<file path="src/rtl/encoder_4to2_reg.sv">
// Registered 4-to-2 encoder with valid/ready handshakes on both sides.
// It turns decoded one-hot lines (active-high or active-low) back into a
// 2-bit index and flags words with no line or several lines asserted.
// A 2-entry skid buffer (output register plus one skid register) lets
// in_ready depend only on local state, never on out_ready. A saturating
// counter records accepted bad words.
module encoder_4to2_reg #(
    parameter int ERR_CNT_W    = 8,
    parameter bit MSB_PRIORITY = 1'b1
) (
    input  logic                 clock,
    input  logic                 reset_n,
    input  logic                 in_valid,
    output logic                 in_ready,
    input  logic [3:0]           y,
    input  logic                 active_low,
    output logic                 out_valid,
    input  logic                 out_ready,
    output logic [1:0]           a,
    output logic                 multi,
    output logic                 none,
    input  logic                 clear_err,
    output logic [ERR_CNT_W-1:0] err_count
);

    // Buffer occupancy: no word, output register full, output + skid full.
    localparam logic [1:0] ST_EMPTY = 2'd0;
    localparam logic [1:0] ST_ONE   = 2'd1;
    localparam logic [1:0] ST_TWO   = 2'd2;

    logic [1:0]           state_reg, state_next;
    logic [1:0]           a_reg, skid_a_reg;
    logic                 multi_reg, skid_multi_reg;
    logic                 none_reg, skid_none_reg;
    logic [ERR_CNT_W-1:0] err_count_reg;

    logic [3:0] yn;
    logic [1:0] enc_a;
    logic       enc_multi;
    logic       enc_none;
    logic [2:0] pop;
    logic       in_xfer;
    logic       out_xfer;

    // Handshake flags; both come from registered state only.
    assign in_ready  = (state_reg != ST_TWO);
    assign out_valid = (state_reg != ST_EMPTY);
    assign in_xfer   = in_valid & in_ready;
    assign out_xfer  = out_valid & out_ready;

    assign a         = a_reg;
    assign multi     = multi_reg;
    assign none      = none_reg;
    assign err_count = err_count_reg;

    // Normalise polarity, then pick the winning line and count set lines.
    // Scanning so that the preferred end is visited last makes it win.
    always_comb begin
        yn    = active_low ? ~y : y;
        pop   = {2'b00, yn[0]} + {2'b00, yn[1]} + {2'b00, yn[2]} + {2'b00, yn[3]};
        enc_a = 2'b00;
        if (MSB_PRIORITY) begin
            for (int i = 0; i < 4; i++) begin
                if (yn[i]) enc_a = i[1:0];
            end
        end else begin
            for (int i = 3; i >= 0; i--) begin
                if (yn[i]) enc_a = i[1:0];
            end
        end
        enc_multi = (pop > 3'd1);
        enc_none  = (pop == 3'd0);
    end

    // Next occupancy from the two transfer strobes.
    always_comb begin
        state_next = state_reg;
        case (state_reg)
            ST_EMPTY: if (in_xfer) state_next = ST_ONE;
            ST_ONE: begin
                if (in_xfer && !out_xfer)      state_next = ST_TWO;
                else if (out_xfer && !in_xfer) state_next = ST_EMPTY;
            end
            ST_TWO:   if (out_xfer) state_next = ST_ONE;
            default:  state_next = ST_EMPTY;
        endcase
    end

    // Occupancy state plus output/skid word registers. A new word goes to the
    // output register when it is (or is becoming) free, otherwise to the skid.
    always_ff @(posedge clock or negedge reset_n) begin
        if (!reset_n) begin
            state_reg      <= ST_EMPTY;
            a_reg          <= 2'b00;
            multi_reg      <= 1'b0;
            none_reg       <= 1'b0;
            skid_a_reg     <= 2'b00;
            skid_multi_reg <= 1'b0;
            skid_none_reg  <= 1'b0;
        end else begin
            state_reg <= state_next;
            case (state_reg)
                ST_EMPTY: begin
                    if (in_xfer) begin
                        a_reg     <= enc_a;
                        multi_reg <= enc_multi;
                        none_reg  <= enc_none;
                    end
                end
                ST_ONE: begin
                    if (in_xfer && out_xfer) begin
                        a_reg     <= enc_a;
                        multi_reg <= enc_multi;
                        none_reg  <= enc_none;
                    end else if (in_xfer) begin
                        skid_a_reg     <= enc_a;
                        skid_multi_reg <= enc_multi;
                        skid_none_reg  <= enc_none;
                    end
                end
                ST_TWO: begin
                    if (out_xfer) begin
                        a_reg     <= skid_a_reg;
                        multi_reg <= skid_multi_reg;
                        none_reg  <= skid_none_reg;
                    end
                end
                default: ;
            endcase
        end
    end

    // Saturating bad-word counter, counted at acceptance; clear wins.
    always_ff @(posedge clock or negedge reset_n) begin
        if (!reset_n) begin
            err_count_reg <= '0;
        end else if (clear_err) begin
            err_count_reg <= '0;
        end else if (in_xfer && (enc_multi || enc_none) && !(&err_count_reg)) begin
            err_count_reg <= err_count_reg + ERR_CNT_W'(1);
        end
    end

endmodule
</file>
<file path="config.mk">
export PLATFORM = sky130hd
export DESIGN_NAME = encoder_4to2_reg
export DESIGN_NICKNAME = d
export VERILOG_FILES = /design/src/rtl/encoder_4to2_reg.sv
export SDC_FILE = /design/constraint.sdc
export NUM_CORES = 1
export LEC_CHECK = 0
export CORE_MARGIN = 4
export CORE_UTILIZATION = 52
export DETAILED_ROUTE_END_ITERATION = 8
export GPL_TIMING_DRIVEN = 0
export PLACE_DENSITY = 0.91
export REMOVE_ABC_BUFFERS = 1
export SYNTH_ARGS = -nofsm -noshare
export SYNTH_HDL_FRONTEND = slang
export SYNTH_SLANG_ARGS = --single-unit
</file>
<file path="constraint.sdc">
create_clock -name clock -period 3.8 [get_ports clock]
set_input_delay 0.57 -clock clock [delete_from_list [all_inputs] [get_ports clock]]
set_output_delay 0.57 -clock clock [all_outputs]
set_load 0.02 [all_outputs]
</file>
==> results.toml, run 1 <==
[critical_path]
critical_path_depth = 10
crit_buf_inv = 2
slowest_stage = "clkdlybuf4s50_1"
reg2regPathDepth = 7
crit_path_start_kind = "input pin"
critPathMaxStageDelay_ns = 0.58
critical_path.top_delay_family = "adder cells"
critPathArrivalTime_ns = 3.50
crit_top_cell = "ha_1"
cp.required_ns = 3.99
cp_max_fo = 9
critPathKind = "input pin to register"
crit_chain = "clkdlybuf4s50_1, xor2_1, fa_1, ha_1, inv_1, ha_1, o31ai_4, nand3_4, nor4_1, mux2_2"
worst_setup_path_end_kind = "register"

[power]
peakVddDrop_uv = 391
leakage_nw = 0.577
power.density_nw_per_um2 = 519
power_frac_clock = 0.131
p_total_mw = 0.727
switchingPower_mw = 0.281
p_int_mw = 0.446
seqPwrFrac = 0.396
p_sw_frac = 0.387
power_frac_comb = 0.474

[detailed_routing]
drtPass1Iterations = 4
wire_per_inst_um = 14.0
wl_um = 2290
ant_nets = 0
dr.first_iter.drc_count = 16
via_per_inst = 5.54
drc = 0
num_vias = 903

[placement]
hpwl_um = 1800
portBuffers = 23
dpl_worst_slack_ns = 0.182
placed_area_um2 = 1380
place_inst = 160
place_congestion = 0.840

[yosys]
synth_area_leaders = "dfrtp_1 (40%), ha_1 (7.8%), mux2_2 (6.0%)"
ys_seq_elements = 18
avgSynthCellArea_um2 = 10.1
yosysWarningCount = 0
synth_top_area_cell = "dfrtp_1"
synth_cells = 111
syn_area_um2 = 1120
synth_top_area_frac = 0.403
synth.distinct_cells = 37
synth.yosys.seq_area_share = 0.403

[die]
dieHeight_um = 54.4
num_rows = 16
die_area_um2 = 2950
die_w_um = 54.4
initial_core_util = 0.558
core_region_area_um2 = 2000
pin_count = 24

[cts]
cts_tree = "done"
cts.sinks = 18
clock_tree.root_cell = "clkbuf_4"
cts.repair.resized = 0
postCtsSetupBuffers = 0
cts_hold_buffers = 0
htree_levels = 1
path_clk_slew_ns = 0.10
insertion_delay_ns = 0.29
cts_buffer_depth = 2
cts_buffers = 3

[global_routing]
grt_use_total = 0.193
grt_max_degree = 19
grt_pass1_wl_um = 4040
antenna_found_initial = 0
overflow = 0
grt_pass1_vias = 926

[timing]
tns_ns = 0
period_needed_ns = 3.31
fmax_ghz = 0.302
fin_crit_sh = 0.871
finalSetupViolCount = 0
final-hold-violation-count = 0
fin_ws_ns = 0.488
final_max_slew_viol_count = 0
clock_skew_ns = 0.00732
worst_pin_slew_ns = 0.790
rsz0062_at_grt = "false"
relSlewSlack = 0.472
fin_hold_ws_ns = 0.497

[cells_and_area]
largest_register_ffs = 8
final_cell_area_um2 = 1400
finalCoreUtilization = 0.699
final_cell_mix = "clkdlybuf4s50_1 (23), dfrtp_1 (18), nand2_1 (12)"
diodes = 0
drive_gt1_frac = 0.140
nets = 156
fin_cells = 163
layout_commonest_cell = "clkdlybuf4s50_1"
area_growth_pct = 25.3

[flow_run]
cap_violations = 0

[run_status]
outcome = "complete, no violations"

[worst_hold_path]
min_path_type = "register to register"
min_path_cells = 2
## worst paths after layout
path | startpoint | end | slack [ns]
max in group asynchronous | reset_n | state_reg[1]$_DFFE_PN0P_ | 2.58
min in group asynchronous | reset_n | err_count[0]$_DFFE_PN0P_ | 0.73
min | skid_multi_reg$_DFFE_PN0P_ | skid_multi_reg$_DFFE_PN0P_ | 0.50
max reg2reg | state_reg[0]$_DFFE_PN0P_ | a[0]$_DFFE_PN0P_ | 1.67
max | active_low | err_count[5]$_DFFE_PN0P_ | 0.49
min reg2reg | skid_multi_reg$_DFFE_PN0P_ | skid_multi_reg$_DFFE_PN0P_ | 0.50
## worst reg2reg max path, stage by stage (launching register included)
cell	delay (ns)
dfrtp_1	0.48
nor2b_4	0.27
clkinv_8	0.11
and2_2	0.23
ha_1	0.20
a21oi_1	0.15
o21ai_0	0.24
mux2_2	0.36
## layer usage
layer | wire length [µm] | GRT usage
met4 | 56 | 0.129
met5 | 0 | 0
met2 | 1110 | 0.291
met1 | 1060 | 0.252
met3 | 64 | 0.0354
## synthesized netlist by cell type
cell type,count
a21oi_1,10
fa_1,1
a311oi_1,1
nor2b_1,3
or2_2,1
a41oi_1,1
or3_1,1
a211oi_1,1
nor4_1,1
nand3_4,1
mux2_2,6
dfrtp_1,18
nor3_1,1
o31ai_1,2
clkinv_8,1
clkbuf_1,1
inv_1,5
and2b_2,1
and4bb_2,1
nand2_1,12
nand3b_1,2
mux2i_1,1
ha_1,7
or3_2,1
nand4_1,1
nor2b_4,1
and2_2,1
nor2_1,7
xor2_1,3
o22ai_1,1
nand3_1,3
xnor2_1,1
or4_1,2
nor3b_1,1
o21ai_0,8
nor3_2,1
o31ai_4,1
## cell families after synthesis
group,count (synthesis),synth area share
and+or+nand+nor,42,0.224
AOI/OAI and AO/OA,25,0.141
DFF,18,0.403
adders and majority gates,8,0.0963
buffers and inverters,7,0.0347
muxes,7,0.0694
xor gates and xnor gates,4,0.0314
## power groups by stage
| stage | sequential (mW) | clock, mW | combinational, mW |
|---|---|---|---|
| floorplan | 0.310 | 0 | 0.197 |
| global placement | 0.287 | 0 | 0.329 |
| detailed placement | 0.292 | 0 | 0.347 |
| CTS | 0.289 | 0.0937 | 0.349 |
| global route | 0.297 | 0.105 | 0.381 |
| finish | 0.288 | 0.0949 | 0.345 |
## layout make-up
| type | count | area (µm²) |
|---|---|---|
| Clock buffer | 3 | 22.5 |
| Timing Repair Buffer | 23 | 230 |
| Tap cell | 27 | 33.8 |
| Multi-Input combinational cell | 86 | 628 |
| Fill cell | 149 | 602 |
| Inverter | 6 | 35.0 |
| Sequential cell | 18 | 450 |
No activity file was read; power rests on OpenSTA's default activity.
==> run 2: changes to the inputs <==
Settings changed: CELL_PAD_IN_SITES_DETAIL_PLACEMENT set to 2, CELL_PAD_IN_SITES_GLOBAL_PLACEMENT set to 2, CORE_UTILIZATION 52 to 33, PLACE_DENSITY 0.91 to 0.93, SLEW_MARGIN set to 40.
==> results.toml, run 2 (synthesis gave the netlist of run 1 again) <==
[run_status]
outcome = "complete, no violations"

[flow_run]
cap_violations = 0

[critical_path]
worst_setup_path_end_kind = "register"
critPathKind = "input pin to register"
critPathArrivalTime_ns = 3.75
crit_path_start_kind = "input pin"
cp.required_ns = 4.00
r2r_setup_slack_ns = 1.63
cp_max_fo = 9

[die]
initial_core_util = 0.354
pin_count = 24
dieHeight_um = 66.2
core_region_area_um2 = 3150
die_area_um2 = 4380
num_rows = 20
die_w_um = 66.2

[cells_and_area]
nFillCells = 355
fin_cells = 181
largest_register_ffs = 8
layout_commonest_cell = "clkdlybuf4s50_1"
drive_gt1_frac = 0.153
area_growth_pct = 28.0
diodes = 0
final_cell_mix = "clkdlybuf4s50_1 (22), dfrtp_1 (18), nand2_1 (12)"
nets = 156

[global_routing]
grt_pass1_vias = 1131
grt_use_total = 0.187
overflow = 0
grt_pass1_wl_um = 6150
antenna_found_initial = 0
grt_max_degree = 19

[detailed_routing]
dr.first_iter.drc_count = 45
ant_nets = 0
drtPass1Iterations = 4
wire_per_inst_um = 19.8
via_per_inst = 5.31
drc = 0
num_vias = 962
wl_um = 3580

[worst_hold_path]
min_path_type = "input pin to async pin"

[placement]
place_inst = 177
portBuffers = 23
place_congestion = 0.729
hpwl_um = 2710

[timing]
fin_crit_sh = 0.934
worst_pin_slew_ns = 0.603
fin_hold_ws_ns = 0.189
clock_skew_ns = 0.0115
finalSetupViolCount = 0
rsz0062_at_grt = "false"
fmax_ghz = 0.282
final-hold-violation-count = 0
period_needed_ns = 3.55
final_max_slew_viol_count = 0
relSlewSlack = 0.594

[power]
leakage_nw = 0.584
power.density_nw_per_um2 = 550
peakVddDrop_uv = 178

[cts]
cts.repair.resized = 0
insertion_delay_ns = 0.30
cts_hold_buffers = 0
cts_buffers = 3
cts_tree = "done"
path_clk_slew_ns = 0.12
cts_buffer_depth = 2
postCtsSetupBuffers = 0
htree_levels = 1
cts.sinks = 18
clock_tree.root_cell = "clkbuf_4"
[run 2: metrics by stage]
step	cell area [µm²]	setup slack, ns	util	power (mW)	setup TNS (ns)
2_1_floorplan	1110	0.902	-	0.508	0
3_3_place_gp	1400	0.149	0.444	0.620	0
3_5_place_dp	1400	-0.0243	0.444	0.663	-0.0243
4_1_cts	1440	0.243	0.455	0.794	0
5_1_grt	1430	0.0516	0.454	0.843	0
6_report	1430	0.249	0.454	0.786	0
[run 2: final timing paths]
path                            cells after the start                       from                          to
worst max register to register                      7   state_reg[0]$_DFFE_PN0P_           multi$_DFFE_PN0P_
worst max-delay path                               10                 active_low    err_count[5]$_DFFE_PN0P_
worst min register to register                      2  skid_a_reg[1]$_DFFE_PN0P_   skid_a_reg[1]$_DFFE_PN0P_
min in group clock                                  2  skid_a_reg[1]$_DFFE_PN0P_   skid_a_reg[1]$_DFFE_PN0P_
worst min-delay path                                1                    reset_n  skid_multi_reg$_DFFE_PN0P_
max in group asynchronous                           1                    reset_n           multi$_DFFE_PN0P_
[run 2: final cells by class]
class                   count  area (µm²)  share of cell area
repair buffers             23         225               0.157
multi-input cells          86         628               0.439
flip-flops and latches     18         450               0.315
clock buffers               4        36.3              0.0254
inverters                   6        35.0              0.0245
well taps                  44        55.1              0.0385
[run 2: critical path, stage by stage]
cell and delay [ns]:
clkdlybuf4s50_1 0.58, xor2_1 0.33, fa_1 0.46, ha_1 0.22
inv_1 0.07, ha_1 0.27, o31ai_4 0.28, nand3_4 0.16
nor4_1 0.42, mux2_2 0.38
[run 2: routing by layer]
layer,vias up,global-route usage,routed length [µm]
li1,453,-,-
met1,490,0.221,1510
met2,13,0.348,1980
met3,6,0.0187,37
met4,0,0.0609,59
met5,-,0,0
[run 2: power by group]
| part | internal, mW | switching, mW | leakage [nW] |
|---|---|---|---|
| Clock | 0.0584 | 0.0662 | 0.0210 |
| Sequential | 0.244 | 0.0512 | 0.232 |
| Combinational | 0.166 | 0.200 | 0.332 |
==> run 3: changes to the inputs <==
==> constraint.sdc (replaced) <==
create_clock -name clock -period 3.8 [get_ports clock]
set_input_delay 0.57 -clock clock [delete_from_list [all_inputs] [get_ports clock]]
set_output_delay 0.57 -clock clock [all_outputs]
set_load 0.01 [all_outputs]
==> results of run 3 <==
The final DEF is identical to that of run 2. Status: complete, no violations.
Main changes from that run: total power 0.786 mW -> 0.761 mW; worst IR drop on VDD 178 µV -> 168 µV
==> patch 1 (settings of run 2) <==
Change the parameter `ERR_CNT_W` from 8 to 7.
--- a/src/rtl/encoder_4to2_reg.sv
+++ b/src/rtl/encoder_4to2_reg.sv
@@ -6,5 +6,5 @@
 // counter records accepted bad words.
 module encoder_4to2_reg #(
-    parameter int ERR_CNT_W    = 8,
+    parameter int ERR_CNT_W    = 7,
     parameter bit MSB_PRIORITY = 1'b1
 ) (
Ports: changed (resized err_count); port bits go from 24 to 23. The function was not compared with the original's and may differ.
==> patch 1 against run 2 <==
Sequential cell count fell by 1. Cell area shrank 6.9%. Core utilization is 1.8 points lower. Area after synthesis decreased by 6.5%. Maximum frequency grew 3.7%. Global-route usage is 4.6 points lower. Count of clock-buffer cells in the layout is 1 lower. Setup slack better by 0.13 ns. Clock skew down 0.0085 ns. Total power decreased by 11%. Wire length is 27% lower. Critical path type unchanged. Critical endpoint is now err_count[4]. Largest cell class unchanged. Highest routed layer unchanged.
==> patch 1: results (changes against run 2) <==
{| class="wikitable"
! Metric !! Value
|-
| Routed vias/inst || 5.098 (-4.1%)
|-
| Number of diodes || 0 (unchanged)
|-
| Leakage || 0.0005466 uW (-6.5%)
|-
| Ranking of synthesized cells by area || sky130_fd_sc_hd__dfrtp_1, sky130_fd_sc_hd__mux2_2, sky130_fd_sc_hd__ha_1
|-
| Distinct cell type count after synthesis || 30 (-19%)
|-
| Data arrival time of the critical path || 3.62 ns (-0.13 ns)
|-
| Overall routed net length || 2614 um (-27%)
|-
| Worst clock skew || 0.003002 ns (-0.008546 ns)
|-
| Tot GR Track Use || 0.1414 (-0.04589)
|-
| Pin count of the biggest net entering global routing || 18 (-1)
|-
| Reg-to-Reg End || none
|-
| CP startpoint || active_low
|-
| Worst ir drop on vdd || 0.2231 mV (+26%)
|-
| Routed wirelength normalized by instance count || 15.02 um (-24%)
|-
| Number of warnings reported in the yosys synthesis log || 0 (unchanged)
|-
| Most used standard cells in the synthesized netlist || sky130_fd_sc_hd__dfrtp_1, sky130_fd_sc_hd__nand2_1, sky130_fd_sc_hd__o21ai_0
|-
| Slew of the pin with the lowest slew margin || 0.6658 ns (+0.06263 ns)
|-
| First-pass GRT wire length || 4657 um (-24%)
|-
| Number of I/O port buffers || 22 (-4.3%)
|-
| GP Congestion || 0.7554 (+3.6%)
|-
| End of the critical path || err_count[4]
|-
| First drt pass iteration count || 2 (-2)
|-
| Async S/R FF share, synth || 1.000 (unchanged)
|-
| Antenna violations before repair || 0 (unchanged)
|-
| Detail Placement HPWL || 2105 um (-22%)
|-
| Count of cells resized by post-cts repair || 0 (unchanged)
|-
| Number of cells on the worst reg-to-reg path || 7 (unchanged)
|-
| DRC violation total after the first TritonRoute iteration || 39 (-13%)
|-
| Post-Syn Area per Cell || 9.764 um2 (-3.0%)
|-
| Number of global-route vias before repair || 1016 (-10%)
|-
| Post-Route Hold Slack || 0.1774 ns (-0.01164 ns)
|-
| Placed instance count || 170 (-4.0%)
|-
| Outcome || finished, final reports clean
|-
| Worst setup slack for register-to-register paths || 1.48 ns (-0.15 ns)
|-
| Largest register FFs || 7 (-1)
|-
| Clock-pin slew on the worst setup and hold paths || 0.11 ns
|-
| Worst reg2reg startpoint || state_reg[0]
|-
| Critical Path Max Stage Delay || 0.63 ns (+0.05 ns)
|-
| Kind of cell with the highest combined delay on the critical path || adder cells
|-
| Fraction of layout instances using a drive strength above 1 || 0.1462 (-0.007131)
|-
| P per Cell Area || 527.7 nW/um2 (-4.0%)
|-
| # nets final || 148 (-5.1%)
|-
| Largest driver fanout on the critical path || 9 (unchanged)
|-
| Portion of the post-synthesis area used by sequential elements || 0.4072 (+0.004050)
|}
-- patch 1: power by group --
| part | internal [uW] | switching, uW | total (uW) |
|---|---|---|---|
| Clock | 39.3 | 62.5 | 102 |
| Combinational | 153 | 174 | 327 |
| Sequential | 234 | 40.2 | 274 |
| Total | 426 | 277 | 703 |
-- patch 1: routing by layer --
layer	vias to the layer above	global-route usage	share of wire
li1	420	-	-
met1	443	0.1586	0.40
met2	19	0.2706	0.55
met3	5	0.02285	0.037
met4	0	0.03958	0.013
met5	-	0	0
-- patch 1: stage by stage --
stage | setup WS (ns) | instance area (um2)
floorplan | 0.8844 | 1026
global placement | 0.1290 | 1301
finish | 0.3750 | 1331
global route | 0.1665 | 1331
CTS | 0.3518 | 1329
detailed placement | 0.02545 | 1301
-- patch 1: cell families (layout without fill, tap and decap cells) --
| family | after synthesis | after routing | share of synthesized area |
|---|---|---|---|
| simple gates | 42 | 42 | 0.2228 |
| compound gates | 21 | 21 | 0.1126 |
| flops | 17 | 17 | 0.4072 |
| mux | 8 | 8 | 0.08503 |
| buf+inv | 8 | 31 | 0.04791 |
| fa+ha+maj | 7 | 7 | 0.09102 |
| xor+xnor | 4 | 4 | 0.03353 |
-- patch 1: final cells by class --
| type | count | area (um2) |
|---|---|---|
| Inverter | 5 | 31.28 |
| Sequential cell | 17 | 425.4 |
| Fill cell | 362 | 1722 |
| Multi-Input combinational cell | 82 | 576.8 |
| Tap cell | 44 | 55.05 |
| Clock buffer | 3 | 22.52 |
| Timing Repair Buffer | 22 | 215.2 |
| Clock inverter | 1 | 5.005 |
==> patch 2 (config.mk and constraints of run 2) <==
Without the edit above. Make the reset (`reset_n`) synchronous in 2 clocked blocks.
--- a/src/rtl/encoder_4to2_reg.sv
+++ b/src/rtl/encoder_4to2_reg.sv
@@ -89,5 +89,5 @@
     // Occupancy state plus output/skid word registers. A new word goes to the
     // output register when it is (or is becoming) free, otherwise to the skid.
-    always_ff @(posedge clock or negedge reset_n) begin
+    always_ff @(posedge clock) begin
         if (!reset_n) begin
             state_reg      <= ST_EMPTY;
@@ -132,5 +132,5 @@
 
     // Saturating bad-word counter, counted at acceptance; clear wins.
-    always_ff @(posedge clock or negedge reset_n) begin
+    always_ff @(posedge clock) begin
         if (!reset_n) begin
             err_count_reg <= '0;
Behaviour: differs if reset_n is asserted again (counterexample within 4 cycles, from zero or initial values and one cycle with reset_n low); with reset_n held inactive, the same outputs for 10 cycles.
==> patch 2 against run 2 <==
Area after synthesis fell by 2.6%. Sequential cell count unchanged. Hold slack better by 0.30 ns. Via count rose by 6.5%. Wire length shrank 7.2%. Setup slack worse by 0.039 ns. Cell area is 2.8% lower.
Power is not compared: it rests on default switching activity, and its combinational part moved more than twofold at a synthesized area within 25%.
==> patch 2: results (changes against run 2) <==
{| class="wikitable"
! Metric !! Value
|-
| Outcome || finished, final reports clean
|-
| Data arrival time of the critical path || 3.83 ns (+0.08 ns)
|-
| Largest driver fanout on the critical path || 13 (+4)
|-
| Detail Placement HPWL || 2570 um (-5.1%)
|-
| First drt pass iteration count || 4 (unchanged)
|-
| Number of warnings reported in the yosys synthesis log || 0 (unchanged)
|-
| Kind of cell with the highest combined delay on the critical path || adder cells
|-
| Portion of the post-synthesis area used by sequential elements || 0.3310 (-0.07210)
|-
| Number of I/O port buffers || 23 (unchanged)
|-
| First-pass GRT wire length || 5644 um (-8.2%)
|-
| Worst clock skew || 0.0004365 ns (-0.01111 ns)
|-
| Clock latency on the worst-skew pair || 0.30 ns (about the same)
|-
| Hold Startpoint || a[0]
|-
| CP startpoint || active_low
|-
| Clock Path Buffers || 2 (unchanged)
|-
| Worst reg2reg startpoint || state_reg[0]
|-
| Critical Path Max Stage Delay || 0.61 ns (+0.03 ns)
|-
| Cells after Synth || 123 (+11%)
|-
| Number of vias after detailed routing || 1025 (+6.5%)
|-
| Net switching share of the total power || 0.3297
|-
| Worst min path class || register to register
|-
| Routed wirelength normalized by instance count || 17.49 um (-12%)
|-
| Pin count of the biggest net entering global routing || 14 (-5)
|-
| DRC violation total after the first TritonRoute iteration || 19 (-58%)
|-
| Clock-pin slew on the worst setup and hold paths || 0.11 ns
|-
| Async S/R FF share, synth || 0 (-1.000)
|-
| Post-place setup slack || -0.2106 ns (-0.1862 ns)
|-
| Worst ir drop on vdd || 0.1428 mV
|-
| Primary FF master, synth || sky130_fd_sc_hd__dfxtp_1
|-
| Total number of H-tree levels || 1 (unchanged)
|-
| Number of diodes || 0 (unchanged)
|-
| Leakage || 0.0005016 uW
|-
| Routed vias/inst || 5.395 (+1.5%)
|-
| GP Congestion || 0.8076 (+11%)
|-
| Count of cells resized by post-cts repair || 0 (unchanged)
|-
| Master of the slowest instance on the critical path || sky130_fd_sc_hd__clkdlybuf4s50_1
|-
| Slew of the pin with the lowest slew margin || 0.5225 ns (-0.08071 ns)
|-
| Antenna violations before repair || 0 (unchanged)
|-
| Placed instance count || 186 (+5.1%)
|-
| Count of buffers added by post-CTS timing repair for setup || 0 (unchanged)
|-
| Largest register FFs || 8 (unchanged)
|-
| Tot GR Track Use || 0.1708 (-0.01643)
|-
| Most used standard cells in the synthesized netlist || sky130_fd_sc_hd__dfxtp_1, sky130_fd_sc_hd__nor2_1, sky130_fd_sc_hd__nand2_1
|-
| Fraction of layout instances using a drive strength above 1 || 0.09589 (-0.05739)
|-
| Number of buffers inserted during clock tree synthesis || 3 (unchanged)
|-
| # DRC || 0 (unchanged)
|-
| Distinct cell type count after synthesis || 47 (+27%)
|-
| Number of global-route vias before repair || 1179 (+4.2%)
|-
| # nets final || 165 (+5.8%)
|-
| Clock Root Buffer || sky130_fd_sc_hd__clkbuf_4
|-
| Ranking of synthesized cells by area || sky130_fd_sc_hd__dfxtp_1, sky130_fd_sc_hd__ha_1, sky130_fd_sc_hd__mux2i_1
|}
==> patch 2: tightest hold or removal path: cells and delay by family (launching register included) <==
kind / cells / cell delay [ns]
flops: 1 / 0.33
simple gates: 1 / 0.05
compound gates: 1 / 0.07
==> patch 2: area by class of cell <==
type	count	area [um2]
Fill cell	361	1713
Multi-Input combinational cell	93	675.6
Sequential cell	18	360.3
Timing Repair Buffer	23	230.2
Tap cell	44	55.05
Clock buffer	4	36.28
Inverter	8	32.53
==> patch 2: power groups by stage <==
stage	Clock, uW	Combinational, uW	Sequential, uW
after floorplan	0	78.0	219
after global placement	0	129	212
after detailed placement	0	141	214
after CTS	130	143	210
after global routing	140	160	212
final	125	144	210
==> patch 2: cell families (layout without fill, tap and decap cells) <==
logic type,after synthesis,in the layout,synth area share
AO/OA/AOI/OAI,27,27,0.1759
XOR/XNOR,4,4,0.03219
adder cells (fa/ha/maj),8,8,0.09885
buffers and inverters,12,35,0.06206
flip-flops,18,18,0.3310
multiplexers,5,5,0.04598
AND/OR/NAND/NOR,49,49,0.2540
==> patch 2: per-layer routing <==
layer,GRT usage,vias up,wire (um)
li1,-,494,-
met1,0.1827,515,1317
met2,0.3413,14,1889
met3,0.02906,2,102
met4,0.03886,0,14
met5,0,-,0
==> patch 2: final timing paths <==
check	to	slack (ns)	cells past startpoint
setup / recovery	err_count[4]	0.21	10
hold / removal	a[0]	0.49	2
setup reg to reg	a[0]	1.68	8
hold reg to reg	a[0]	0.49	2
==> patch 2: through the flow <==
step                      hold slack (ns)  setup TNS, ns  area (um2)
after detailed placement           0.4763        -0.6906        1339
after global routing               0.5107              0        1390
after global placement             0.4569       -0.02392        1339
after floorplan                    0.4544              0        1054
final                              0.4873              0        1390
after CTS                          0.4929              0        1375
